==> src/rtl/viterbi_pkg.sv <==
// Purpose : shared constants, trellis tables and metric helpers for the Viterbi decoder.
// Latency : n/a (package only).
// Backpressure: n/a (package only).
//
// Trellis tables are indexed by the next state. Branch 0 always comes from the
// lower-numbered predecessor, so "keep branch 0 on a tie" equals "keep the
// lower-index predecessor".
package viterbi_pkg;

  localparam int NUM_STATES   = 8;
  localparam int METRIC_W_MAX = 8;

  // Wide enough to hold an unsaturated PM + BM sum at any legal metric width.
  typedef logic [METRIC_W_MAX:0] metric_t;

  localparam logic [2:0] PRED0 [NUM_STATES] = '{3'd0, 3'd2, 3'd4, 3'd6, 3'd0, 3'd2, 3'd4, 3'd6};
  localparam logic [2:0] PRED1 [NUM_STATES] = '{3'd1, 3'd3, 3'd5, 3'd7, 3'd1, 3'd3, 3'd5, 3'd7};

  localparam logic PBIT0 [NUM_STATES] = '{1'b0, 1'b1, 1'b0, 1'b1, 1'b1, 1'b0, 1'b1, 1'b0};
  localparam logic PBIT1 [NUM_STATES] = '{1'b1, 1'b0, 1'b1, 1'b0, 1'b0, 1'b1, 1'b0, 1'b1};

  localparam logic [1:0] PSYM0 [NUM_STATES] = '{2'b00, 2'b01, 2'b10, 2'b11, 2'b11, 2'b10, 2'b01, 2'b00};
  localparam logic [1:0] PSYM1 [NUM_STATES] = '{2'b11, 2'b10, 2'b01, 2'b00, 2'b00, 2'b01, 2'b10, 2'b11};

  // Hamming distance between two 2-bit symbols, 0..2.
  function automatic logic [1:0] hamming2(input logic [1:0] a, input logic [1:0] b);
    logic [1:0] x;
    x = a ^ b;
    return {x[1] & x[0], x[1] ^ x[0]};
  endfunction

endpackage

==> src/rtl/viterbi_acs.sv <==
// Purpose : add-compare-select for one trellis state (two incoming branches).
// Latency : combinational.
// Backpressure: none; pure function of its inputs.
//
// Ports:
//   pm0, pm1   path metrics of the lower / higher index predecessor
//   d_in       received symbol {c1,c0}
//   sym0, sym1 expected symbol on each incoming branch
//   pm_new     surviving candidate metric (saturated at all-ones)
//   sel        1 = higher-index predecessor won; ties go to the lower index
module viterbi_acs
  import viterbi_pkg::*;
#(
  parameter int METRIC_W = 6
) (
  input  logic [METRIC_W-1:0] pm0,
  input  logic [METRIC_W-1:0] pm1,
  input  logic [1:0]          d_in,
  input  logic [1:0]          sym0,
  input  logic [1:0]          sym1,
  output logic [METRIC_W-1:0] pm_new,
  output logic                sel
);

  localparam metric_t SAT = metric_t'((1 << METRIC_W) - 1);

  metric_t             sum0;
  metric_t             sum1;
  logic [METRIC_W-1:0] cand0;
  logic [METRIC_W-1:0] cand1;

  always_comb begin
    sum0   = metric_t'(pm0) + metric_t'(hamming2(d_in, sym0));
    sum1   = metric_t'(pm1) + metric_t'(hamming2(d_in, sym1));
    cand0  = (sum0 > SAT) ? '1 : sum0[METRIC_W-1:0];
    cand1  = (sum1 > SAT) ? '1 : sum1[METRIC_W-1:0];
    // Strict compare: an equal metric keeps the lower-index predecessor.
    sel    = (cand1 < cand0);
    pm_new = sel ? cand1 : cand0;
  end

endmodule

==> src/rtl/viterbi_decoder.sv <==
// Purpose : hard-decision 8-state rate-1/2 Viterbi decoder, register-exchange survivors.
// Latency : TB_DEPTH accepted symbols from symbol in to decoded bit out (registered).
// Backpressure: none; one symbol accepted per clock with enable_i, one bit out per clock once full.
//
// Ports:
//   clk       rising-edge clock
//   rst       asynchronous active-low reset
//   enable_i  symbol valid; low for a clock re-initialises the trellis (frame boundary)
//   d_in      received symbol {c1,c0}
//   valid_o   d_out holds a decoded bit
//   d_out     decoded bit, 0 whenever valid_o is 0
//
// Build option VITERBI_BEST_STATE_EN: decode from the state with the smallest
// path metric (lowest index on ties). Without it, state 0 is always used, which
// relies on zero-tailed frames.
module viterbi_decoder
  import viterbi_pkg::*;
#(
  parameter int TB_DEPTH = 16,
  parameter int METRIC_W = 6
) (
  input  logic       clk,
  input  logic       rst,
  input  logic       enable_i,
  input  logic [1:0] d_in,
  output logic       valid_o,
  output logic       d_out
);

  localparam int                FILL_W    = $clog2(TB_DEPTH + 1);
  localparam logic [FILL_W-1:0] FILL_FULL = FILL_W'(TB_DEPTH);

  logic [METRIC_W-1:0] pm   [NUM_STATES];
  logic [TB_DEPTH-1:0] surv [NUM_STATES];
  logic [FILL_W-1:0]   fill;
  logic                full;
  logic [2:0]          sel_state;

  // Minimum of the pre-update metrics; feeds normalisation (and state selection).
  logic [METRIC_W-1:0] min1 [4];
  logic [METRIC_W-1:0] min2 [2];
  logic [METRIC_W-1:0] min_pm;

  always_comb begin
    min1[0] = (pm[1] < pm[0]) ? pm[1] : pm[0];
    min1[1] = (pm[3] < pm[2]) ? pm[3] : pm[2];
    min1[2] = (pm[5] < pm[4]) ? pm[5] : pm[4];
    min1[3] = (pm[7] < pm[6]) ? pm[7] : pm[6];
    min2[0] = (min1[1] < min1[0]) ? min1[1] : min1[0];
    min2[1] = (min1[3] < min1[2]) ? min1[3] : min1[2];
    min_pm  = (min2[1] < min2[0]) ? min2[1] : min2[0];
  end

`ifdef VITERBI_BEST_STATE_EN
  // Argmin rides on the same compare tree; the lower half wins ties at every
  // level, so the overall tie-break is the lowest state index.
  logic [2:0] arg1 [4];
  logic [2:0] arg2 [2];

  always_comb begin
    arg1[0]   = (pm[1] < pm[0]) ? 3'd1 : 3'd0;
    arg1[1]   = (pm[3] < pm[2]) ? 3'd3 : 3'd2;
    arg1[2]   = (pm[5] < pm[4]) ? 3'd5 : 3'd4;
    arg1[3]   = (pm[7] < pm[6]) ? 3'd7 : 3'd6;
    arg2[0]   = (min1[1] < min1[0]) ? arg1[1] : arg1[0];
    arg2[1]   = (min1[3] < min1[2]) ? arg1[3] : arg1[2];
    sel_state = (min2[1] < min2[0]) ? arg2[1] : arg2[0];
  end
`else
  assign sel_state = 3'd0;
`endif

  // Per-state ACS, metric register and survivor register.
  for (genvar g = 0; g < NUM_STATES; g++) begin : g_state
    logic [METRIC_W-1:0] pm_acs;
    logic                dec;

    viterbi_acs #(
      .METRIC_W (METRIC_W)
    ) u_acs (
      .pm0    (pm[PRED0[g]]),
      .pm1    (pm[PRED1[g]]),
      .d_in   (d_in),
      .sym0   (PSYM0[g]),
      .sym1   (PSYM1[g]),
      .pm_new (pm_acs),
      .sel    (dec)
    );

    always_ff @(posedge clk or negedge rst) begin
      if (!rst) begin
        pm[g]   <= {METRIC_W{g != 0}};
        surv[g] <= '0;
      end else if (!enable_i) begin
        // Survivors are don't-care between frames and are left untouched.
        pm[g] <= {METRIC_W{g != 0}};
      end else begin
        // pm_acs >= min_pm always holds, so this subtraction never wraps.
        pm[g]   <= pm_acs - min_pm;
        surv[g] <= dec ? {surv[PRED1[g]][TB_DEPTH-2:0], PBIT1[g]}
                       : {surv[PRED0[g]][TB_DEPTH-2:0], PBIT0[g]};
      end
    end
  end

  assign full = (fill == FILL_FULL);

  // Output uses the pre-update fill and survivors: symbol TB_DEPTH+j yields bit j.
  always_ff @(posedge clk or negedge rst) begin
    if (!rst) begin
      fill    <= '0;
      valid_o <= 1'b0;
      d_out   <= 1'b0;
    end else begin
      valid_o <= enable_i & full;
      d_out   <= enable_i & full & surv[sel_state][TB_DEPTH-1];
      if (!enable_i) begin
        fill <= '0;
      end else if (!full) begin
        fill <= fill + FILL_W'(1);
      end
    end
  end

endmodule

==> config.mk <==
export PLATFORM = sky130hd
export DESIGN_NAME = viterbi_decoder
export DESIGN_NICKNAME = d
export VERILOG_FILES = /design/src/rtl/viterbi_pkg.sv /design/src/rtl/viterbi_acs.sv /design/src/rtl/viterbi_decoder.sv
export SDC_FILE = /design/constraint.sdc
export NUM_CORES = 1
export LEC_CHECK = 0
export CORE_ASPECT_RATIO = 0.5
export CORE_UTILIZATION = 55
export CTS_BUF_LIST = sky130_fd_sc_hd__clkbuf_16
export DETAILED_ROUTE_END_ITERATION = 10
export PLACE_DENSITY_LB_ADDON = 0.1
export REMOVE_ABC_BUFFERS = 1
export SETUP_SLACK_MARGIN = 0.4
export SYNTH_ARGS = -nofsm -noshare
export SYNTH_HDL_FRONTEND = slang
export SYNTH_SLANG_ARGS = --single-unit
==> constraint.sdc <==
create_clock -name clk -period 9.3 [get_ports clk]
set_input_delay 1.395 -clock clk [delete_from_list [all_inputs] [get_ports clk]]
set_output_delay 1.395 -clock clk [all_outputs]
set_load 0.005 [all_outputs]
[Yosys cells after proc, flatten, opt, wreduce, memory -nomap -nowiden]
Cells that the tools add are included.
Widths: inputs -> output; s select.
Word-level totals
  bits in registers: 166
  bits of input ports: 5
  output and inout bits: 2
  logic and storage cells: 139
Cells by class
  $add $sub $neg: 25
  $lt $le $gt $ge: 31
  eq/ne operators: 2
  multiplexer cells: 49
  bitwise logic cells: 13
Operators by type and width (number)
  $mux 6: 39
  $gt 9x6->1 const B: 16
  $add 6x2->7: 16
  $lt 6x6->1: 15
  $mux 13: 4
  $sub 6x6->6: 8
  $mux 14: 2
  $mux 16: 1
  $mux 15: 1
  $mux 5: 2
  $and 1x1->1: 6
  $add 5x1->5 const B: 1
  $eq 5x5->1 const B: 1
  $xor 1x1->1: 4
  $ne 2x2->1 const B: 1
  $not 1->1: 2
  $not 2->2: 1

[Logic depth before layout (Yosys ltp)]
  depth after elaboration: 9
  gate-level depth with buffers: 34
  depth with buffers taken out: 32

[By module]
From an unflattened synthesis, not the netlist that was laid out.
Unflattened totals
  cell total of the unflattened synthesis: 1631
  area, all modules: 14899.3 µm²
By module, submodules not included
  viterbi_decoder: times used 1, cells each 1055, area each 10121.0 µm², seq. area each 4206.5 µm²
  viterbi_acs at g_state[3].u_acs ...: times used 5, cells each 72, area each 593.1 µm², seq. area each 0.0 µm²
  viterbi_acs at g_state[0].u_acs ...: times used 3, cells each 72, area each 604.3 µm², seq. area each 0.0 µm²

[Worst setup path before layout]
OpenSTA, ideal clock, no wires.
  kind: register to register
  start: register pm[34] in the netlist's numbering
  end: register pm[10] in the netlist's numbering
  library setup time: 82 ps
  data arrival time: 6577 ps
  data required time: 9218 ps
  path slack: 2641 ps
  stages on the path, launching flop included: 30
  buffers on the path: 2
  clock period less this slack: 6659 ps
  path through: dfstp_2 -> clkbuf_1 -> inv_1 -> ha_1 -> nand2_1 -> o21ai_1 -> a21o_1 -> buf_2 -> mux2i_1 -> inv_1 -> ha_1 -> a21o_1 -> nand2_1 -> nor2_1 -> a211oi_1 -> o311ai_1 -> a31oi_4 -> mux2_2 -> ha_1 -> o21a_1 -> o31ai_1 -> a221o_2 -> o21ai_0 -> ha_1 -> inv_1 -> ha_1 -> o21bai_2 -> maj3_2 -> maj3_2 -> mux2_4
Between the ends
  word-level cells in the longest chain between the ends: 8
RTL lines
  start, declared: RTL line viterbi_decoder.sv:33  | logic [METRIC_W-1:0] pm [NUM_STATES];
  start signal, assigned by index: RTL line viterbi_decoder.sv:92  | pm[g] <= {METRIC_W{g != 0}};
  start signal, assigned by index: RTL line viterbi_decoder.sv:96  | pm[g] <= {METRIC_W{g != 0}};
  start signal, assigned by index: RTL line viterbi_decoder.sv:99  | pm[g] <= pm_acs - min_pm;
  $lt 6x6->1: RTL line viterbi_decoder.sv:46  | min1[1] = (pm[3] < pm[2]) ? pm[3] : pm[2];
  $mux 6 (*): RTL line viterbi_decoder.sv:46
  $lt 6x6->1: RTL line viterbi_decoder.sv:49  | min2[0] = (min1[1] < min1[0]) ? min1[1] : min1[0];
  $mux 6 (*): RTL line viterbi_decoder.sv:49
  $lt 6x6->1: RTL line viterbi_decoder.sv:51  | min_pm = (min2[1] < min2[0]) ? min2[1] : min2[0];
  $mux 6 (*): RTL line viterbi_decoder.sv:51
  $sub 6x6->6 (*): RTL line viterbi_decoder.sv:99
  $mux 6 (*): RTL line viterbi_decoder.sv:94  | end else if (!enable_i) begin
Mark *: on every way between the ends. The rest lies on a longest branch, timed or not.
A chain may end at the register's enable or synchronous reset.

[Worst setup path in the final report]
  start: register pm[35] in the netlist's numbering
  end: register pm[47] in the netlist's numbering
Same word-level chain as after synthesis.

==> impl_results.md <==
- Share of cells above drive strength 1: 8.48%
- Post-Synthesis Cells: 1596
- Crit path depth: 28
- Chip Height: 114 um
- Count of final hold-check violations: 0
- DPL Wire Length: 25100 um
- GRT Util Overall: 28.3%
- Clock tree buffer depth: 2
- Post-CTS Setup Repair Bufs: 0
- H-tree levels: 4
- Highest Clock Rate: 0.138 GHz
- Layout Area Growth over Synthesis: 6.53%
- Nets: 1700
- Initial antenna violation count: 0
- EDFF count, synth: 0
- DRT Pass-1 Iters: 5
- Outcome: completed
- Vias: 11400
- Reg2reg start: pm[35]$_DFF_PN1_
- Post-CTS Resized: 0
- Crit start category: flop
- Seq/Total Area, Yosys: 30.5%
- Slowest stage delay, CP: 720 ps
- RR Endpoint: pm[47]$_DFF_PN0_
- Post-Syn Area: 0.0138 sq mm
- Largest net degree at the start of global routing: 108
- Pre-CTS setup slack: 2020 ps
- PortBufs: 6
- Tmin final: 7230 ps
- Worst R2R Setup Slack: 2070 ps
- Final period util: 77.7%
- FILL cells: 2138
- Antenna Nets Post-Route: 0
- Width of the die: 226 um
- Initial DRC Count: 878
- Buf/Inv on CP: 4
- YS warnings: 0
- Top_reg_cell synth: dfrtp_1
- TritonCTS clock tree: built
- Worst min-delay path class: reg2reg
- Final TNS setup: 0 ps
- Crit end category: flop
- Cts hold-fix bufs: 0
- Diode count: 0
- Die ar.: 0.0258 sq mm
- Yosys cell types: 74
- Setup WS post-layout: 2070 ps
- Final Util: 60.5%
- Final Max Tran Viols: 0
- Reg2reg path depth: 28
- Worst path required time: 9620 ps
- Vias in the first global route: 11100
- Clock sinks: 166
- Max-Cap Viols: 0
- Routed len/inst: 18.2 um
- Final setup violation count: 0
- Crit path kind: reg2reg
- Critical path peak fanout: 15
- Critical path startpoint: pm[35]$_DFF_PN1_
- Cell family contributing the most delay on the critical path: compound AO/OA/AOI/OAI gates
- Crit path DAT: 7550 ps
- Slowest stage cell, crit path: mux2i_2
- Critical Path Sink: pm[47]$_DFF_PN0_
- Max-Slew Margin vs Limit: 25.7%
- Core area: 0.0243 sq mm
- Clk_skew: 8.83 ps
- Global-route wire length before repair: 57200 um
- RSZ-0062 raised after global routing: false
- Clock latency on the worst-skew pair: 450 ps
- Vias per inst: 5.99
- Initial core utilization: 56.8%
- Clk pin slew, worst setup/hold paths: 70 ps
- Drt total wl: 34700 um
- Post-synthesis async set-or-reset flop share: 100%
- Avg Cell Area, Syn: 8.65 sq um
- CP most frequent cell: ha_1
- Seq cells post-synth: 166
- Tightest Pin Transition: 1110 ps
- IO Count: 7
- CTS buffer count: 17
- Total congestion overflow: 0
- DRC violations left: 0
- GPL Wtd Cong: 0.942
- CTS root buffer: clkbuf_16
- Num rows: 40
sequential cells by signal, indices dropped and copies added (netlist names):
| register | cells |
|---|---|
| surv | 111 |
| valid_o | 1 |
| fill | 5 |
| pm | 48 |
| d_out | 1 |
cell usage in the layout, fill, tap and decap left out, drive strengths merged, types with 22 or more instances in the layout:
master	n
a31oi	23
dfstp	42
nand2	108
o21a	22
a21oi	188
nor2	226
xnor2	45
o21ai	64
nand3	37
and3	22
ha	123
dfrtp	124
mux2i	165
inv	88
a21o	27
synthesized netlist by cell type, types with 27 or more instances:
library cell	number	area (sq um)
nand3_1	37	185
a21o_1	27	203
dfstp_2	42	1100
inv_1	79	297
mux2i_1	163	1630
clkbuf_1	64	240
a21oi_1	187	936
dfrtp_1	124	3100
nand2_1	108	405
o21ai_0	52	260
xnor2_1	45	394
nor2_1	226	848
ha_1	123	1540
worst min path at each step:
stage / slack, ps / start / depth (start not counted) / endpoint
CTS: 520 / surv[80]$_DFFE_PN0P_ / 2 / surv[80]$_DFFE_PN0P_
global route: 520 / surv[127]$_DFFE_PN0P_ / 1 / d_out$_DFF_PN0_
floorplan: 470 / surv[80]$_DFFE_PN0P_ / 2 / surv[80]$_DFFE_PN0P_
global placement: 490 / surv[80]$_DFFE_PN0P_ / 2 / surv[80]$_DFFE_PN0P_
detailed placement: 500 / surv[80]$_DFFE_PN0P_ / 2 / surv[80]$_DFFE_PN0P_
finish: 510 / surv[80]$_DFFE_PN0P_ / 2 / surv[80]$_DFFE_PN0P_
final cells by class:
type / instances / area [sq um] / area share [%]
clock buffers: 17 / 425 / 2.89
well taps: 336 / 420 / 2.86
repair buffers: 21 / 178 / 1.21
clock inverters: 15 / 139 / 0.944
inverters: 82 / 309 / 2.10
flip-flops and latches: 166 / 4210 / 28.6
multi-input cells: 1267 / 9030 / 61.4
per-layer routing:
layer / vias up / part of all wire (%) / GRT usage [%]
met1: 5542 / 47 / 39.1
li1: 5566 / - / -
met2: 251 / 46 / 46.2
met3: 51 / 5.6 / 4.54
met5: - / 0 / 0
met4: 0 / 1.6 / 8.20
worst min-delay path, stage by stage (launching register included):
cell,delay [ps]
dfrtp_1,360
nand2_1,50
o21ai_0,60
logic make-up (layout without fill, tap and decap cells):
logic type	after synthesis	after routing	synth area share, %
AND/OR/NAND/NOR	474	474	15.3
AO/OA/AOI/OAI	400	400	17.9
multiplexers	178	178	13.2
flip-flops	166	166	30.5
buffers and inverters	163	135	4.57
adder cells (fa/ha/maj)	149	149	14.3
XOR/XNOR	66	66	4.35
stage by stage:
step / cells / instance area (sq um) / hold WS (ps)
2_1_floorplan: 1515 / 13500 / 474
3_3_place_gp: 1872 / 14100 / 493
3_5_place_dp: 1872 / 14100 / 499
4_1_cts: 1904 / 14700 / 517
5_1_grt: 1904 / 14700 / 522
6_report: 1904 / 14700 / 513
Power is not shown: default switching activity piles up to over one toggle a cycle in this logic, so the estimate is an artifact.
